--- config.mk ---
export PLATFORM = sky130hd
export DESIGN_NAME = one_hot_dec
export DESIGN_NICKNAME = d
export VERILOG_FILES = /design/src/rtl/one_hot_pkg.sv /design/src/rtl/one_hot_dec_core.sv /design/src/rtl/one_hot_dec.sv
export SDC_FILE = /design/constraint.sdc
export NUM_CORES = 1
export LEC_CHECK = 0
export BUFFER_PORTS_ARGS = -buffer_cell sky130_fd_sc_hd__buf_2
export CORE_MARGIN = 5
export CORE_UTILIZATION = 40
export CTS_BUF_LIST = sky130_fd_sc_hd__clkbuf_8
export DETAILED_ROUTE_END_ITERATION = 8
export SYNTH_ARGS = -nofsm -noshare
export SYNTH_HDL_FRONTEND = slang
export SYNTH_HIERARCHICAL = 1
export SYNTH_SLANG_ARGS = --single-unit
--- constraint.sdc ---
create_clock -name clk -period 3.3 [get_ports clk]
set_clock_uncertainty 0.15 [all_clocks]
set_input_delay 0.33 -clock clk [delete_from_list [all_inputs] [get_ports clk]]
set_output_delay 0.33 -clock clk [all_outputs]
set_load 0.02 [all_outputs]
--- src/rtl/one_hot_pkg.sv ---
// one_hot_pkg: shared widths and error-counter limits for the one-hot decoder
package one_hot_pkg;
  localparam int BIN_W_D = 4;
  localparam int ONE_HOT_W_D = 16;
  localparam int ERR_CNT_W = 8;
  localparam int ERR_CNT_MAX = 255;
endpackage

--- src/rtl/one_hot_dec_core.sv ---
// one_hot_dec_core: lowest-set-bit encoder with exactly-one-hot check
module one_hot_dec_core import one_hot_pkg::*; #(
  parameter int BIN_W = BIN_W_D,
  parameter int ONE_HOT_W = ONE_HOT_W_D
) (
  input  logic [ONE_HOT_W-1:0] word,
  output logic [BIN_W-1:0]     index,
  output logic                 err
);
  always_comb begin
    index = '0;
    for (int i = ONE_HOT_W - 1; i >= 0; i--) index = word[i] ? BIN_W'(i) : index;
  end
  assign err = ~|word || |(word & (word - ONE_HOT_W'(1)));
endmodule

--- src/rtl/one_hot_dec.sv ---
// one_hot_dec: two-stage valid/ready pipeline decoding one-hot words with an error counter
module one_hot_dec import one_hot_pkg::*; #(
  parameter int BIN_W = BIN_W_D,
  parameter int ONE_HOT_W = ONE_HOT_W_D
) (
  input  logic                 clk,
  input  logic                 reset,
  input  logic                 in_valid_i,
  output logic                 in_ready_o,
  input  logic [ONE_HOT_W-1:0] one_hot_i,
  output logic                 out_valid_o,
  input  logic                 out_ready_i,
  output logic [BIN_W-1:0]     bin_o,
  output logic                 err_o,
  output logic [ERR_CNT_W-1:0] err_cnt_o,
  input  logic                 cnt_clr_i
);
  logic                 s1_valid;
  logic [ONE_HOT_W-1:0] s1_word;
  logic [BIN_W-1:0]     core_index;
  logic                 core_err;
  logic                 s2_load;
  one_hot_dec_core #(.BIN_W(BIN_W), .ONE_HOT_W(ONE_HOT_W)) u_core (
    .word(s1_word),
    .index(core_index),
    .err(core_err)
  );
  assign s2_load = s1_valid && (!out_valid_o || out_ready_i);
  assign in_ready_o = !s1_valid || s2_load;
  always_ff @(posedge clk or posedge reset) begin
    if (reset) begin
      s1_valid <= 1'b0;
      s1_word <= '0;
      out_valid_o <= 1'b0;
      bin_o <= '0;
      err_o <= 1'b0;
      err_cnt_o <= '0;
    end else begin
      if (in_ready_o) s1_valid <= in_valid_i;
      if (in_ready_o && in_valid_i) s1_word <= one_hot_i;
      out_valid_o <= s2_load || (out_valid_o && !out_ready_i);
      if (s2_load) begin
        bin_o <= core_index;
        err_o <= core_err;
      end
      if (cnt_clr_i) err_cnt_o <= '0;
      else if (s2_load && core_err && err_cnt_o != ERR_CNT_W'(ERR_CNT_MAX)) err_cnt_o <= err_cnt_o + 1'b1;
    end
  end
endmodule

==> summary.md <==
| Metric | Value |
|---|---|
| Synth unique cells | `40` |
| Post-synth ARST share | `100%` |
| Cell area after synthesis | `0.00169 sq mm` |
| First-pass GRT wire length | `between 6000 and 7000 um` |
| Critical Path AT | `2870 ps` |
| Antenna violations before repair | `0` |
| Inserted Clock Buffers | `5` |
| Yosys reg bits | `31` |
| Antenna diodes | `0` |
| Core outline area | `0.00406 sq mm` |
| Crit end category | `flip-flop` |
| Run status | `completed` |
| Hold violation count in the final report | `0` |
| Initial Utilization | `41.7%` |
| Tmin final | `~2900 ps` |
| Fill cells | `378` |
| Min-delay worst type | `input pin to flip-flop` |
| Met1 GRT Util | `approximately 16%` |
| WHS | `roughly 100 ps` |
| CP Max Fanout | `11` |
| Synth Area in XOR/XNOR | `0%` |
| Final nets | `220` |
| WL/cell | `between 10 and 15 um` |
| Synth-to-layout area growth | `18.4%` |
| Drt drc | `0` |
| Synthesized-area fraction occupied by adder cells | `0.740%` |
| WS Path Type | `flip-flop to flip-flop` |
| Largest net degree at the start of global routing | `32` |
| Dpl cell area | `0.00191 sq mm` |
| RSZ-0062 raised after global routing | `no` |
| Busiest grt layer | `met2` |
| Clock buffer depth | `2` |
| Yosys warns | `6` |
| Share of layout cells above drive strength 1 | `between 30 and 40%` |
| Via/cell ratio | `approximately 5.6` |
| Startpoint types | `flip-flop` |
| Compound-Gate Fraction of Synth Area | `around 12%` |
| Largest family of logic cells by synthesized area | `simple AND/OR/NAND/NOR gates` |
| WP data required | `3310 ps` |
| Seq/Total Area, Yosys | `45.9%` |
| Router iterations before antenna repair | `4` |
| Synth Area in Simple Gates | `23.9%` |
| Synth Flop Type | `dfrtp_1` |
| Commonest non-fill, non-tap cell in the layout | `buf_2` |
| Final Wtd Congestion | `0.879` |
| Hold Buf Count CTS | `1` |
| Avg Inst Size Synth | `10.7 sq um` |
| Post-CTS setup buffer count | `0` |
| Slew margin rel. | `56.1%` |
| Std cell rows | `23` |
| IO Port Bufs | `35` |
| Tot Pwr | `953 uW` |
| Die area | `roughly 0.0056 sq mm` |
| Final setup fails | `0` |
| Leakage Power | `between 0.0008 and 0.0009 uW` |
| Synthesized instance count | `158` |
| Max Freq | `around 350 MHz` |
| Total nets after synthesis | `180` |
| Final Core Density | `between 40 and 50%` |
| P per Cell Area | `476 mW/mm^2` |
| Worst VDD drop | `0.251 mV` |
| Most frequent cells in the layout | `buf_2 (35), dfrtp_1 (31), mux2_2 (21)` |
| Final Max Tran Viols | `0` |
| Aggregate global-route resource usage | `14.4%` |
| Grt total ovfl | `0` |
| Mux cell area share after synthesis | `between 15 and 20%` |
| Clk slew on worst S/H paths | `60 ps` |
| Clk_lat worst skew | `280 ps` |
| Clock root buffer | `clkbuf_8` |
| Vias post-DR | `1382` |
| CTS resizes | `0` |
| Max Cap Violations | `0` |
| Die width | `75.0 um` |
| GRT met2 Usage | `25.0%` |
| H-Tree Depth | `2` |
| CTS tree | `built` |
| Top Ports | `36` |
| DRT iter0 DRCs | `70` |
| EDFF count, synth | `0` |
| Antenna-violating nets left | `0` |
| Fin area | `0.00200 sq mm` |
| Post-Route WL | `3720 um` |
| Die height | `75.0 um` |
| Met3 usage | `4.54%` |
| Number of global-route vias before repair | `~1.4k` |
| Setup TNS | `0 ps` |
| Period utilisation layout | `between 80% and 90%` |
| CTS Sinks | `31` |
| Detail Placement HPWL | `2820 um` |
| Worst slew pin tran | `656 ps` |
where the power goes:
part / switching (uW) / total (uW) / internal, uW
sequential: 68.9 / 492 / 423
combinational: 96.6 / 188 / 90.9
clock: 132 / 273 / 141
per-layer routing:
layer	vias up	share of wire (%)
li1	666	-
met4	0	3.2
met1	655	40
met2	48	50
met3	13	6.4
met5	-	0
through the flow:
| stage | setup slack (ps) | std cells |
|---|---|---|
| floorplan | 782 | 158 |
| global placement | 557 | 240 |
| detailed placement | 494 | 240 |
| CTS | 483 | 249 |
| global route | 184 | 249 |
| finish | 439 | 249 |
cells by family (layout without fill, tap and decap cells):
| group | after synthesis | count (layout) |
|---|---|---|
| simple gates | 62 | 62 |
| compound gates | 32 | 32 |
| fa+ha+maj | 1 | 1 |
| buf+inv | 9 | 50 |
| flops | 31 | 31 |
| mux | 23 | 23 |
worst max-delay path, stage by stage, from the launching register on:
cell,delay [ps]
dfrtp_1,450
nor4_4,430
nand3_2,140
o21ai_1,130
o21ai_1,80
or4_1,560
nand3_1,370
nor4_2,90
mux2_1,340
synthesized netlist by cell type (3+ instances only):
cell      number  area [sq um]
a21oi_1       10          50.1
nor3_1         5          25.0
o31ai_1        4          30.0
nor4_4         3          63.8
nand3_1        3          15.0
nand4_1        3          18.8
mux2_2        21           236
o21ai_0        8          40.0
inv_1          5          18.8
nor2_1        11          41.3
dfrtp_1       31           776
nand2_1       12          45.0
nor2b_1        4          25.0
nand2b_1       3          18.8
worst paths after layout:
path,from,endpoint,slack (ps),cells after the start
hold reg to reg,err_o$_DFFE_PP0P_,err_o$_DFFE_PP0P_,340,2
max in group asynchronous,reset,bin_o[1]$_DFFE_PP0P_,2190,4
min in group asynchronous,reset,err_cnt_o[7]$_DFFE_PP0P_,530,4
setup / recovery,s1_word[3]$_DFFE_PP0P_,err_cnt_o[7]$_DFFE_PP0P_,440,8
hold / removal,in_valid_i,s1_valid$_DFFE_PP0P_,100,2
setup reg to reg,s1_word[3]$_DFFE_PP0P_,err_cnt_o[7]$_DFFE_PP0P_,440,8
state kept, by name (all words and copies together) (netlist names):
register / count
out_valid_o: 1
s1_word: 16
err_cnt_o: 8
err_o: 1
s1_valid: 1
bin_o: 4
final cells by class:
cell class              count  area, sq um  area share [%]
well taps                  50         62.6            3.12
clock inverters             3         12.5           0.625
inverters                   5         18.8           0.937
clock buffers               5         68.8            3.44
multi-input cells         118          872            43.5
repair buffers             37          193            9.62
flip-flops and latches     31          776            38.7
No activity file was read; power rests on OpenSTA's default activity.
